**src/rtl/pipe_width_packer.sv**
```systemverilog
// pipe_width_packer: packs RATIO narrow input beats of DATAWIDTH bits into one
// wide output word (beat 0 in the least significant lane). The input side is a
// valid/ready stream that only stalls on the final lane when the previous word
// is still waiting downstream. The output word and its valid are registered.
//
// Optional feature: define PIPE_WIDTH_PACKER_LAST_EN to add in_last, out_last
// and out_lanes. With it, a beat carrying in_last closes the word early: the
// unfilled upper lanes read as zero and out_lanes reports how many lanes hold
// data. Without the macro only full words are produced.
module pipe_width_packer #(
   parameter int DATAWIDTH = 8,
   parameter int RATIO     = 4
) (
   input  logic                           clk,
   input  logic                           rst,
   input  logic [DATAWIDTH-1:0]           in_data,
   input  logic                           in_valid,
   output logic                           in_ready,
   output logic [DATAWIDTH*RATIO-1:0]     out_data,
   output logic                           out_valid,
`ifdef PIPE_WIDTH_PACKER_LAST_EN
   input  logic                           in_last,
   output logic                           out_last,
   output logic [$clog2(RATIO+1)-1:0]     out_lanes,
`endif
   input  logic                           out_ready
);

   // Lane counter width; RATIO is at least 2 so this is at least 1 bit.
   localparam int CW = $clog2(RATIO);
   // Width of the lane-count output (must be able to hold RATIO itself).
   localparam int LW = $clog2(RATIO + 1);
   localparam int WW = DATAWIDTH * RATIO;
   localparam logic [CW-1:0] LAST_LANE = CW'(RATIO - 1);

   // Lane counter: which lane the next accepted beat is written to.
   logic [CW-1:0]        cnt_q;
   logic [CW-1:0]        cnt_d;

   // Accumulator for the lanes below the top one; the top lane never needs
   // storage because it is taken straight from in_data when the word closes.
   logic [DATAWIDTH-1:0] acc_q [RATIO-1];
   logic [DATAWIDTH-1:0] acc_d [RATIO-1];

   // Registered output word and its valid flag.
   logic [WW-1:0]        out_data_q;
   logic                 out_valid_q;

   // Word that would be emitted if the current beat closes it.
   logic [WW-1:0]        word_d;

   // Handshake helpers.
   logic                 final_beat;
   logic                 accept;

`ifdef PIPE_WIDTH_PACKER_LAST_EN
   logic                 out_last_q;
   logic [LW-1:0]        out_lanes_q;
   logic [LW-1:0]        lanes_d;
`endif

   // ------------------------------------------------------------------------
   // Handshake
   // ------------------------------------------------------------------------

   // Decide whether the beat currently offered closes a word.
`ifdef PIPE_WIDTH_PACKER_LAST_EN
   assign final_beat = (cnt_q == LAST_LANE) || in_last;
`else
   assign final_beat = (cnt_q == LAST_LANE);
`endif

   // Only a closing beat can stall: it needs the output register to be free
   // (empty, or draining on this same edge). Lanes before it always go in.
   assign in_ready = !final_beat || !out_valid_q || out_ready;
   assign accept   = in_valid && in_ready;

   // ------------------------------------------------------------------------
   // Word assembly
   // ------------------------------------------------------------------------

   // Each output lane takes the stored beat if that lane is already filled,
   // the live input if it is the lane being written now, and zero above it.
   // For a full word the counter sits on the top lane, so every lower lane
   // comes from the accumulator and the top lane from in_data.
   generate
      for (genvar gi = 0; gi < RATIO; gi++) begin : g_lane
         if (gi < RATIO - 1) begin : g_stored
            assign word_d[gi*DATAWIDTH +: DATAWIDTH] =
               (cnt_q > CW'(gi))  ? acc_q[gi] :
               (cnt_q == CW'(gi)) ? in_data   :
                                    {DATAWIDTH{1'b0}};
         end else begin : g_top
            assign word_d[gi*DATAWIDTH +: DATAWIDTH] =
               (cnt_q == CW'(gi)) ? in_data : {DATAWIDTH{1'b0}};
         end
      end
   endgenerate

`ifdef PIPE_WIDTH_PACKER_LAST_EN
   // Number of populated lanes in the word being closed: a full word reports
   // RATIO, an early-terminated one reports the lanes written so far plus the
   // current beat.
   assign lanes_d = in_last ? (LW'(cnt_q) + LW'(1)) : LW'(RATIO);
`endif

   // ------------------------------------------------------------------------
   // Next-state logic
   // ------------------------------------------------------------------------

   // Advance the lane counter on every accepted beat, back to lane 0 when
   // the beat closes the word.
   always_comb begin
      cnt_d = cnt_q;
      if (accept) begin
         if (final_beat) begin
            cnt_d = '0;
         end else begin
            cnt_d = cnt_q + CW'(1);
         end
      end
   end

   // Capture an accepted beat into its accumulator lane; nothing else moves
   // the accumulator, so in_data is ignored when no beat is taken.
   always_comb begin
      for (int i = 0; i < RATIO - 1; i++) begin
         acc_d[i] = acc_q[i];
         if (accept && (cnt_q == CW'(i))) begin
            acc_d[i] = in_data;
         end
      end
   end

   // ------------------------------------------------------------------------
   // State registers
   // ------------------------------------------------------------------------

   // Lane counter and accumulator; reset discards any partly packed word.
   always_ff @(posedge clk or posedge rst) begin
      if (rst) begin
         cnt_q <= '0;
         for (int i = 0; i < RATIO - 1; i++) begin
            acc_q[i] <= '0;
         end
      end else begin
         cnt_q <= cnt_d;
         for (int i = 0; i < RATIO - 1; i++) begin
            acc_q[i] <= acc_d[i];
         end
      end
   end

   // Output register: load on a closing beat (which may coincide with the
   // previous word draining, giving back-to-back words), clear valid once the
   // word is taken, and otherwise hold the word steady.
   always_ff @(posedge clk or posedge rst) begin
      if (rst) begin
         out_data_q  <= '0;
         out_valid_q <= 1'b0;
      end else if (accept && final_beat) begin
         out_data_q  <= word_d;
         out_valid_q <= 1'b1;
      end else if (out_ready) begin
         out_valid_q <= 1'b0;
      end
   end

`ifdef PIPE_WIDTH_PACKER_LAST_EN
   // Sideband for the word in the output register, loaded together with it.
   always_ff @(posedge clk or posedge rst) begin
      if (rst) begin
         out_last_q  <= 1'b0;
         out_lanes_q <= '0;
      end else if (accept && final_beat) begin
         out_last_q  <= in_last;
         out_lanes_q <= lanes_d;
      end
   end

   assign out_last  = out_last_q;
   assign out_lanes = out_lanes_q;
`endif

   assign out_data  = out_data_q;
   assign out_valid = out_valid_q;

endmodule

```
**config.mk**
```make
export PLATFORM = sky130hd
export DESIGN_NAME = pipe_width_packer
export DESIGN_NICKNAME = d
export VERILOG_FILES = /design/src/rtl/pipe_width_packer.sv
export SDC_FILE = /design/constraint.sdc
export NUM_CORES = 1
export LEC_CHECK = 0
export ABC_AREA = 1
export BUFFER_PORTS_ARGS = -buffer_cell sky130_fd_sc_hd__buf_2
export CAP_MARGIN = 10
export CORE_ASPECT_RATIO = 0.8
export CORE_MARGIN = 8
export CORE_UTILIZATION = 50
export CTS_CLUSTER_SIZE = 28
export DETAILED_ROUTE_END_ITERATION = 10
export PLACE_DENSITY_LB_ADDON = 0.3
export SETUP_SLACK_MARGIN = 0.4
export SYNTH_ARGS = -nofsm -noshare
export SYNTH_HDL_FRONTEND = slang
export SYNTH_SLANG_ARGS = --single-unit
```
**constraint.sdc**
```tcl
create_clock -name clk -period 1.6 [get_ports clk]
set_input_delay 0.08 -clock clk [delete_from_list [all_inputs] [get_ports clk]]
set_output_delay 0.08 -clock clk [all_outputs]
set_load 0.01 [all_outputs]
```
After elaboration in Yosys (flattened, before gate mapping)
Cells that the tools add are included.
- register bits: 59
- latch bits: 0
- RAM bits: 0
- bits in read-only memories: 0
- bits of input ports: 12
- output and inout port bits: 34
- logic and storage cells: 34
- memories kept: 0
- add/subtract/negate cells: 1
- $mul: 0
- divide/modulo/power cells: 0
- magnitude comparators: 3
- equal/unequal tests: 3
- shift operators: 0
- muxes and demuxes: 10
- bitwise operators: 0
- reduce and logical (&&, ||, !) cells: 11
- operators with widths (cell ; number):
    $mux 8 ; 7
    $logic_and 1x1->1 ; 5
    $eq 2x2->1 const B ; 2
    $gt 2x1->1 const B ; 2
    $add 2x1->2 const B ; 1
    $eq 2x1->1 const B ; 1
    $gt 2x2->1 const B ; 1
    $logic_not 1->1 ; 2
    $logic_not 2->1 ; 1
    $logic_or 1x1->1 ; 2
    $mux 1 ; 2
    $mux 2 ; 1
    $reduce_bool 2->1 ; 1

Depth between registers and ports, before layout
Gate-level depths: netlist of run 1.
- depth in word-level cells: 7
- mapped depth: 9
- depth with buffers taken out: 7

Worst setup path after synthesis of run 1
No wires, ideal clock.
- kind: register to register
- from: register cnt_q[1]
- to: register out_data_q[7], in the netlist out_data[7]
- setup time: 127 ps
- arrival time: 1419 ps
- required time: 1473 ps
- slack: 54 ps
- cell stages (with the launch flop): 8
- buffers on the path: 3
- clock period less this slack: 1546 ps
- cells stage by stage: dfrtp_1 -> clkbuf_1 -> inv_1 -> ha_1 -> clkbuf_2 -> buf_2 -> o21ai_0 -> o21ai_0
- longest elaborated chain between the ends: 6
- elaborated cells on any way between the ends: 10
- classes of those cells: order compare: 1; eq/ne: 1; mux: 2; reduce/logical: 6
- ends and longest elaborated chain (item ; line ; text):
    start, declared ; 37 ; logic [CW-1:0] cnt_q;
    start signal, assigned ; 147 ; cnt_q <= cnt_d;
    $eq 2x2->1 ; 70 ; assign final_beat = (cnt_q == LAST_LANE);
    $logic_not 1->1 ; 75 ; assign in_ready = !final_beat || !out_valid_q || out_ready;
    $logic_or 1x1->1 (2 in a row) ; 75 ;
    $logic_and 1x1->1 ; 76 ; assign accept = in_valid && in_ready;
    $logic_and 1x1->1 ; 161 ; end else if (accept && final_beat) begin
    end signal, assigned ; 162 ; out_data_q <= word_d;
    end, declared ; 46 ; logic [WW-1:0] out_data_q;
Several ways; a longest one is shown, not always the timed one.
A chain may end at the register's enable or synchronous reset.

Worst setup path after layout of run 1
- from: register cnt_q[1]
- to: register acc_q[14] (netlist name)
- longest elaborated chain between the ends: 6
- elaborated cells on any way between the ends: 7
- classes of those cells: eq/ne: 2; reduce/logical: 5
- ends and longest elaborated chain (item ; line ; text):
    $eq 2x2->1 ; 70 ;
    $logic_not 1->1 ; 75 ;
    $logic_or 1x1->1 (2 in a row) ; 75 ;
    $logic_and 1x1->1 ; 76 ;
    $logic_and 1x1->1 * ; 129 ; if (accept && (cnt_q == CW'(i))) begin
    end signal, assigned by index ; 149 ; acc_q[i] <= acc_d[i];
    end, declared ; 42 ; logic [DATAWIDTH-1:0] acc_q [RATIO-1];
Every way passes the cells marked *; elsewhere a longest branch is shown, timed or not.

==> out/qor.yml, run 1 <==
run_status:
  status: "finished clean"
route:
  wl_um: 7687
  num_vias: 2601
  wl_per_cell_um: 16.39
  drt_iter0_drc: 250
  drc_errors: 0
  ant_nets: 0
  dr.pass1.iters: 5
  via_per_inst: 5.546
setup_path:
  path_class: "reg2reg"
  cp_num_cells: 7
  crit_top_cell: "nand2_2"
  setup.worst_path.end_class: "register"
  cp_max_fo: 8
  required_ns: 1.83
  crit_start: "cnt_q[1]"
  r2r-start: "cnt_q[1]"
  worstRegToRegCells: 7
  cpPeakStageDelay_ns: 0.42
  path_buf_inv: 3
  cp-start-kind: "register"
  cp.arrival_ns: 1.58
  critPathSlowestCell: "dfrtp_1"
  crit_family: "flip-flops"
  path_cells: "buf_6 > inv_6 > ha_4 > buf_12 > nand3_4 > nand2_2 > nand2_2"
flow_run:
  drv_cap: 0
floorplan:
  start_util_pct: 51.03
  placementRows: 24
  die_height_um: 82.06
  io-pin-count: 46
  die_x_um: 98.58
  coreArea_sq_mm: 0.005345
  dieArea_sq_mm: 0.008089
placement:
  dp_cells: 431
  place_hpwl_um: 4302
  place_congestion: 0.8299
  port_buffers: 45
timing:
  skew_ns: 0.008941
  timing.fmax_ghz: 0.7401
  maxSlewViolCount: 0
  fin_crit_sh_pct: 84.45
  hold_violations: 0
  relSlewSlack_pct: 76.07
  hold_slack_ns: 0.06555
  min_period_ns: 1.351
  fin_setup_tns_ns: 0
  rsz0062_at_grt: "yes"
  setup_viol: 0
  tightest_slew_ns: 0.3590
worst_hold_path:
  min_from: "in_data[2]"
  whs_path_depth: 3
  hp-class: "in2reg"
clock_tree:
  numCtsBuffers: 9
  h-tree-depth: 3
  cts.sinks: 59
  cts_tree: "built"
  path_clk_slew_ns: 0.07
  cts-root-buf: "clkbuf_8"
  cts_buffer_depth: 2
  clock_latency_ns: 0.34
global_route:
  grt_first_pass_wirelength_um: 12420
  grt.busiest_layer: "met2"
  grt_pass1_vias: 2498
  antenna_found_initial: 0
  grt_usage_pct: 19.66
  overflow: 0
  use_met2_pct: 30.15
  grt_max_degree: 60
  use_met1_pct: 24.86
  met3_usage_pct: 7.451
power:
  p_clk_share_pct: 18.2
  sw_frac_of_total_pct: 39.00
  pwr-share-comb_pct: 46.5
  powerDensity_mw_per_mm2: 1899
  pwr-share-seq_pct: 35.3
  internal_power_mw: 4.341
  peakVddDrop_mv: 1.001
  power_leakage_nw: 1.984
  power.switching_mw: 2.775
  p_total_mw: 7.116
yosys:
  syn_avg_cell_area_sq_um: 8.266
  synthCells: 330
  synth.distinct_cells: 14
  synth_top_area_share_pct: 54.13
  synth-seq-cells: 59
  synth_area_leaders: "dfrtp_1, nand2_1, nand4_1"
  yosys_warnings: 0
  ys_seq_area_share_pct: 54.13
  syn_nets: 347
  yosysTopAreaCell: "dfrtp_1"
  synth_area_sq_mm: 0.002728
cells_and_area:
  drive_gt1_share_pct: 33.42
  final_nets: 416
  nFillCells: 392
  area_delta_synth_final_pct: 37.39
  n_antenna_cell: 0
  final_cells: 469
[layout by cell type, fill, tap and decap left out]
cell type | netlist | layout
clkbuf_1 | 2 | 2
clkbuf_8 | 0 | 13
o21ai_1 | 0 | 12
nand3_4 | 0 | 7
o21ai_0 | 25 | 9
inv_1 | 14 | 9
inv_4 | 0 | 2
o21ai_2 | 0 | 4
buf_8 | 0 | 4
buf_4 | 5 | 8
clkinvlp_4 | 0 | 1
ha_4 | 0 | 5
nand3_2 | 2 | 9
nand2_1 | 159 | 145
buf_6 | 4 | 15
dlygate4sd3_1 | 0 | 1
nand4_1 | 24 | 24
inv_6 | 0 | 3
nand2_2 | 0 | 14
dfrtp_1 | 59 | 59
clkinv_2 | 0 | 1
buf_2 | 9 | 44
buf_12 | 0 | 3
buf_16 | 0 | 1
inv_8 | 0 | 1
nand3_1 | 20 | 8
[area by class of cell]
type / count / area (sq um) / share of cell area (%)
tap: 65 / 81.33 / 2.170
clock inverter: 1 / 5.005 / 0.1336
inverter: 15 / 85.08 / 2.270
timing repair buffer: 76 / 606.8 / 16.19
timing repair inverter: 1 / 6.256 / 0.1669
sequential: 59 / 1476 / 39.40
multi-input combinational: 237 / 1300 / 34.69
clock buffer: 15 / 186.4 / 4.975
[per-layer routing]
layer / vias up / wire, um / share of wire, %
met3: 20 / 628 / 8.2
met1: 1246 / 3358 / 44
met2: 119 / 3537 / 46
met4: 0 / 162 / 2.1
met5: - / 0 / 0
li1: 1216 / - / -
[logic make-up (layout without fill, tap and decap cells)]
| logic type | count (synthesis) | in the layout | share of synthesized area [%] |
|---|---|---|---|
| AOI/OAI and AO/OA | 25 | 25 | 4.587 |
| adders and majority gates | 5 | 5 | 2.294 |
| buffers and inverters | 36 | 108 | 7.202 |
| DFF | 59 | 59 | 54.13 |
| and+or+nand+nor | 205 | 207 | 31.79 |
[per-stage QoR]
stage	area (sq um)	worst slack, ns	utilization, %
floorplan	2854	0.2636	-
finish	3747	0.2488	70.11
global placement	3075	0.1912	57.54
detailed placement	3075	0.1446	57.54
global route	3747	0.2090	70.11
CTS	3651	0.2571	68.31
[final timing paths]
path	slack, ns	endpoint
worst max-delay path	0.25	acc_q[14]
worst max register to register	0.25	acc_q[14]
max in group asynchronous	0.98	out_data[14]
min in group asynchronous	0.36	acc_q[22]
worst min-delay path	0.07	acc_q[10]
worst min register to register	0.47	out_data[22]
[power groups by stage]
stage / sequential [mW] / combinational (mW) / clock, mW
detailed placement: 2.48 / 2.41 / 0
global route: 2.59 / 3.62 / 1.37
finish: 2.51 / 3.31 / 1.29
floorplan: 2.62 / 1.61 / 0
CTS: 2.48 / 3.07 / 1.31
global placement: 2.47 / 2.35 / 0
[tightest hold or removal path, stage by stage]
cell	delay [ns]
buf_2	0.15
nand4_1	0.09
nand2_1	0.05
[synthesized netlist by cell type, drive strengths merged]
library cell  instances
nand3                22
nand4                24
ha                    5
clkbuf                3
nand2               159
inv                  15
o21ai                25
dfrtp                59
buf                  18
[state kept, by name (all words and copies together) (netlist names)]
name / flops
acc_q: 24
out_valid: 1
cnt_q: 2
out_data: 32
[what timing repair did]
| action | in CTS | in global routing |
|---|---|---|
| hold buffers | 1 | 0 |
| pin swaps | 10 | 14 |
| gates cloned | 7 | 0 |
| endpoints found under the hold margin | 59 | 0 |
| setup buffers | 12 | 2 |
| endpoints found under the setup margin | 58 | 60 |
| gates resized for setup | 52 | 23 |
Note: power is estimated with default switching activity, not from simulation.
==> inputs of run 2 (changes only) <==
Settings changed: ABC_AREA 1 to 0, CORE_UTILIZATION 50 to 55.
Clock period 1.6 ns to 1.4 ns, I/O delays scaled along.
==> out/qor.yml, run 2 <==
run_status:
  status: "complete, but fails checks"
  violations: "negative setup slack"
setup_path:
  path_class: "reg2reg"
  cp-start-kind: "register"
  cp.arrival_ns: 1.79  # +0.21 ns
  crit_family: "flip-flops"
  path_cells: "ha_4 > buf_6 > nand3b_1 > buf_6 > buf_12 > nand3_4 > o2bb2ai_2"
  path_buf_inv: 3  # unchanged
  cpPeakStageDelay_ns: 0.44  # +0.02 ns
  critPathSlowestCell: "dfrtp_2"
  crit_top_cell: "buf_6"
  required_ns: 1.63  # -0.20 ns
  cp_max_fo: 8  # unchanged
  setup.worst_path.end_class: "register"
global_route:
  grt.busiest_layer: "met2"
  grt_pass1_vias: 2205  # -12%
  grt_first_pass_wirelength_um: 11590  # -6.7%
  grt_usage_pct: 20.35  # +0.69 points
  antenna_found_initial: 0  # unchanged
  grt_max_degree: 60  # unchanged
  use_met1_pct: 23.17  # -1.7 points
  use_met2_pct: 33.91  # +3.8 points
  overflow: 0  # unchanged
  met3_usage_pct: 8.757  # +1.3 points
floorplan:
  die_x_um: 94.68  # -4.0%
  start_util_pct: 55.68  # +4.6 points
  die_height_um: 78.95  # -3.8%
  io-pin-count: 46  # unchanged
  dieArea_sq_mm: 0.007475  # -7.6%
  coreArea_sq_mm: 0.004892  # -8.5%
  placementRows: 23  # -4.2%
cells_and_area:
  finalCoreUtilization_pct: 78.57  # +8.5 points
  fin_area_sq_mm: 0.003844  # +2.6%
  seqCellArea_sq_mm: 0.001478  # about the same
  layout_commonest_cell: "dfrtp_1"
  final_nets: 323  # -22%
  final_cell_mix: "dfrtp_1, buf_2, nand2_1"
  drive_gt1_share_pct: 51.45  # +18 points
  largest_reg_flops: 32  # unchanged
  area_delta_synth_final_pct: 41.11
  nFillCells: 304  # -22%
  n_antenna_cell: 0  # unchanged
  multi_input_area_sq_mm: 0.001270  # -2.3%
yosys:
  async_flop_share_pct: 100.0  # unchanged
  synth_adder_area_share_pct: 2.297  # +0.0032 points
  ys_top_cells_by_count: "dfrtp_1, nand2_1, mux2_4"
  synth_area_leaders: "dfrtp_1, mux2_4, o2bb2ai_1"
  synth.distinct_cells: 19  # +5
  synthFlopType: "dfrtp_1"
  synth_compound_area_share_pct: 12.45  # +7.9 points
  synth-seq-cells: 59  # unchanged
  yosysTopAreaCell: "dfrtp_1"
  ys_seq_area_share_pct: 54.20  # +0.075 points
  yosys_warnings: 0  # unchanged
  synthCells: 221  # -33%
  synth_top_area_share_pct: 54.20  # +0.075 points
  synthSimpleGateAreaFrac_pct: 7.350  # -24 points
  synth.most_common_cell: "dfrtp_1"
  synthMuxAreaShare_pct: 17.78  # +18 points
  synth_area_sq_mm: 0.002724  # -0.14%
  synth_edf_count: 0  # unchanged
  syn_nets: 238  # -31%
  synth_top_family_by_area: "multiplexers"
  syn_avg_cell_area_sq_um: 12.33  # +49%
  synth_xor_area_share_pct: 0  # unchanged
route:
  via_per_inst: 5.483  # -1.1%
  dr.pass1.iters: 4  # -1
  num_vias: 2045  # -21%
  wl_um: 7247  # -5.7%
  ant_nets: 0  # unchanged
  wl_per_cell_um: 19.43  # +19%
  drc_errors: 0  # unchanged
  drt_iter0_drc: 157  # -37%
timing:
  min_period_ns: 1.562  # +0.2110 ns
  setup_viol: 58  # +58
  tightest_slew_ns: 0.3226  # -0.03634 ns
  relSlewSlack_pct: 78.49  # +2.4 points
  maxSlewViolCount: 0  # unchanged
  setup_ws_ns: -0.1622  # -0.4110 ns
  fin_crit_sh_pct: 111.6  # +27 points
  skew_ns: 0.01055  # +0.001611 ns
  hold_slack_ns: 0.01951  # -0.04604 ns
  hold_violations: 0  # unchanged
  rsz0062_at_grt: "yes"
  timing.fmax_ghz: 0.6401  # -14%
placement:
  port_buffers: 45  # unchanged
  place_hpwl_um: 4369  # +1.5%
  placed_area_sq_mm: 0.003171  # +3.1%
  place_congestion: 0.7537  # -9.2%
clock_tree:
  cts_buffer_depth: 2  # unchanged
  path_clk_slew_ns: 0.07  # about the same
  cts.sinks: 59  # unchanged
  clock_latency_ns: 0.35  # about the same
  cts_tree: "built"
  h-tree-depth: 3  # unchanged
  cts-root-buf: "clkbuf_8"
  numCtsBuffers: 9  # unchanged
power:
  p_total_mw: 9.074  # +28%
  power_leakage_nw: 1.820  # -8.3%
  peakVddDrop_mv: 1.265  # +26%
  powerDensity_mw_per_mm2: 2361  # +24%
worst_hold_path:
  hp-class: "in2reg"
flow_run:
  drv_cap: 0  # unchanged
[run 2: changes by cell type after synthesis, moves of 3 or more]
| cell | before | now |
|---|---|---|
| nand4_1 | 24 | 0 |
| nand3_1 | 20 | 3 |
| mux2_4 | 0 | 30 |
| inv_1 | 14 | 11 |
| nand2_1 | 159 | 43 |
| buf_2 | 9 | 6 |
| mux2_2 | 0 | 3 |
| o2bb2ai_1 | 0 | 24 |
| buf_6 | 4 | 1 |
| buf_4 | 5 | 1 |
| buf_12 | 0 | 3 |
[run 2: final timing paths]
path,start,end,slack (ns),cells past startpoint
worst max-delay path,cnt_q[1],acc_q[2],-0.16,7
worst min-delay path,out_ready,out_valid,0.02,3
worst max register to register,cnt_q[1],acc_q[2],-0.16,7
worst min register to register,acc_q[14],acc_q[14],0.50,1
max in group asynchronous,rst,cnt_q[1],0.76,4
min in group asynchronous,rst,out_data[19],0.34,4
[run 2: logic make-up (layout without fill, tap and decap cells)]
family / count (synthesis) / count (layout)
multiplexers: 33 / 33
AND/OR/NAND/NOR: 50 / 50
buffers and inverters: 25 / 115
AO/OA/AOI/OAI: 49 / 49
flip-flops: 59 / 59
adder cells (fa/ha/maj): 5 / 5
[run 2: final cells by class]
type	count	area share, %
flip-flops and latches	59	38.44
multi-input cells	137	33.04
repair buffers	88	19.43
clock buffers	10	3.581
clock inverters	6	2.311
well taps	62	2.018
inverters	11	1.172
[run 2: report_power, final]
part	total, mW	leakage (nW)	switching, mW	internal, mW
Sequential	3.02	0.742	0.525	2.49
Combinational	4.29	0.970	1.86	2.43
Clock	1.77	0.108	0.718	1.05
[run 2: tightest hold or removal path, delay by kind of cell]
family / cells / cell delay, ns
buffers and inverters: 1 / 0.08
and+or+nand+nor: 2 / 0.18
[run 2: per-layer routing]
layer	routed length (um)	share of wire [%]	vias to the layer above
li1	-	-	935
met1	2976	41	1037
met2	3660	51	63
met3	500	6.9	10
met4	110	1.5	0
met5	0	0	-
[run 2: what timing repair did]
item,4_1_cts,5_1_grt
endpoints found under the hold margin,59,0
resized for setup,23,25
cloned,3,1
buffers inserted,8,3
pin swaps,3,3
setup endpoints to repair,60,61
hold buffers,1,0
[run 2: through the flow]
| step | setup TNS [ns] | setup WS [ns] | std cells |
|---|---|---|---|
| floorplan | -3.427 | -0.1169 | 221 |
| global placement | -5.923 | -0.1657 | 341 |
| detailed placement | -8.191 | -0.2268 | 341 |
| CTS | -6.074 | -0.1379 | 369 |
| global route | -10.24 | -0.2188 | 373 |
| finish | -6.979 | -0.1622 | 373 |
==> inputs of run 3 (changes only) <==
Settings changed: BUFFER_PORTS_ARGS -buffer_cell sky130_fd_sc_hd__buf_2 to -buffer_cell sky130_fd_sc_hd__clkbuf_2.
==> out/qor.yml, run 3 (synthesized netlist as in run 2, its figures left out) <==
run_status:
  status: "complete, but fails checks"
  violations: "negative setup slack"
route:
  drt_iter0_drc: 199  # +27%
  drc_errors: 0  # unchanged
  num_vias: 2093  # +2.3%
  ant_nets: 0  # unchanged
  via_per_inst: 5.642  # +2.9%
  dr.pass1.iters: 5  # +1
  wl_um: 7488  # +3.3%
  wl_per_cell_um: 20.18  # +3.9%
floorplan:
  io-pin-count: 46  # unchanged
  start_util_pct: 55.68  # unchanged
  die_x_um: 94.68  # unchanged
  coreArea_sq_mm: 0.004892  # unchanged
  die_height_um: 78.95  # unchanged
  placementRows: 23  # unchanged
  dieArea_sq_mm: 0.007475  # unchanged
placement:
  dp_cells: 346  # +1.5%
  place_congestion: 0.7505  # -0.42%
  port_buffers: 45  # unchanged
  place_hpwl_um: 4298  # -1.6%
cells_and_area:
  area_delta_synth_final_pct: 42.72
  largest_reg_flops: 32  # unchanged
  final_nets: 321  # -0.62%
  drive_gt1_share_pct: 56.31  # +4.9 points
  final_cell_mix: "dfrtp_1, clkbuf_2, nand2_1"
  n_antenna_cell: 0  # unchanged
  final_cells: 371  # -0.54%
  layout_commonest_cell: "dfrtp_1"
power:
  power_leakage_nw: 1.798  # -1.2%
  p_total_mw: 9.092  # +0.20%
  powerDensity_mw_per_mm2: 2339  # -0.93%
  peakVddDrop_mv: 1.461  # +15%
clock_tree:
  path_clk_slew_ns: 0.07  # about the same
  h-tree-depth: 3  # unchanged
  cts.sinks: 59  # unchanged
  cts_tree: "built"
  numCtsBuffers: 9  # unchanged
  cts_buffer_depth: 2  # unchanged
  clock_latency_ns: 0.35  # about the same
  cts-root-buf: "clkbuf_8"
setup_path:
  r2r_end: "cnt_q[1]"
  cp.arrival_ns: 1.77  # -0.02 ns
  worstRegToRegCells: 6  # -1
  r2r_slack_ns: -0.14  # +0.02 ns
  cp-start-kind: "register"
  r2r-start: "cnt_q[1]"
  path_class: "reg2reg"
  setup.worst_path.end_class: "register"
  cp_max_fo: 6  # -2
  required_ns: 1.63  # about the same
global_route:
  antenna_found_initial: 0  # unchanged
  grt_usage_pct: 18.22  # -2.1 points
  grt_max_degree: 60  # unchanged
  grt_first_pass_wirelength_um: 10340  # -11%
  grt_pass1_vias: 2039  # -7.5%
  overflow: 0  # unchanged
timing:
  maxSlewViolCount: 0  # unchanged
  hold_violations: 0  # unchanged
  relSlewSlack_pct: 78.51  # about the same
  fin_setup_tns_ns: -6.355  # +0.6246 ns
  rsz0062_at_grt: "yes"
  setup_ws_ns: -0.1429  # +0.01935 ns
  timing.fmax_ghz: 0.6481  # +1.3%
  min_period_ns: 1.543  # -0.01935 ns
  setup_viol: 59  # +1.7%
  skew_ns: 0.01081  # +0.0002583 ns
  fin_crit_sh_pct: 110.2  # -1.4 points
  tightest_slew_ns: 0.3190  # -0.003650 ns
worst_hold_path:
  whs_path_depth: 3  # unchanged
  min_from: "in_data[1]"
  hp-class: "in2reg"
  hold_path_end: "acc_q[9]"
flow_run:
  drv_cap: 0  # unchanged
[run 3: changes by cell type in the layout (fill, tap and decap cells not counted), sizes merged]
cell    before  now
bufinv       2    1
clkinv       2    0
clkbuf      11   59
buf         86   39
[run 3: worst max path at each step]
stage	start	to	slack (ns)	cells after the start
floorplan	cnt_q[1]	out_data[15]	-0.12	8
global placement	cnt_q[0]	out_data[24]	-0.12	5
detailed placement	cnt_q[0]	acc_q[18]	-0.23	6
CTS	cnt_q[1]	out_data[24]	-0.15	5
global route	cnt_q[0]	out_data[18]	-0.20	5
finish	cnt_q[1]	cnt_q[1]	-0.14	6
[run 3: where the power goes]
part / leakage [nW] / switching (mW) / total [mW] / internal (mW)
clock: 0.102 / 0.686 / 1.65 / 0.968
sequential: 0.741 / 0.577 / 3.07 / 2.50
combinational: 0.955 / 1.94 / 4.36 / 2.42
[run 3: area by class of cell]
type                       instances  area [sq um]
sequential                        59          1479
fill                             288          1005
clock inverter                     3         45.04
tap                               62         77.57
multi-input combinational        137          1365
inverter                          11         45.04
timing repair buffer              86         706.9
clock buffer                      13         168.9
[run 3: layer usage]
| layer | wire length, um | vias up | track usage, % | share of wire, % |
|---|---|---|---|---|
| met3 | 481 | 15 | 6.309 | 6.4 |
| met4 | 99 | 0 | 5.599 | 1.3 |
| met5 | 0 | - | 0 | 0 |
| met2 | 3703 | 73 | 28.09 | 49 |
| met1 | 3204 | 1068 | 23.63 | 43 |
| li1 | - | 937 | - | - |
[run 3: per-stage QoR]
| stage | setup slack [ns] | utilization, % | cell area, sq um | hold WS [ns] |
|---|---|---|---|---|
| finish | -0.1429 | 79.46 | 3887 | 0.02412 |
| floorplan | -0.1169 | - | 2778 | 0.1696 |
| detailed placement | -0.2270 | 65.83 | 3221 | 0.1650 |
| CTS | -0.1528 | 74.19 | 3630 | 0.01100 |
| global placement | -0.1222 | 65.83 | 3221 | 0.1637 |
| global route | -0.2018 | 79.46 | 3887 | 0.02215 |
[run 3: worst max-delay path, stage by stage, from the launching register on]
cell and delay [ns]:
dfrtp_2 0.45, ha_4 0.18, buf_6 0.11, nand3b_1 0.11, buf_6 0.17, nand2_8 0.08
mux2_4 0.31
[run 3: repair_timing]
item	4_1_cts	5_1_grt
hold buffers	1	0
cloned	1	3
endpoints found under the setup margin	61	61
gates resized for setup	31	35
setup buffers	2	2
endpoints found under the hold margin	59	0
pin swaps	5	5
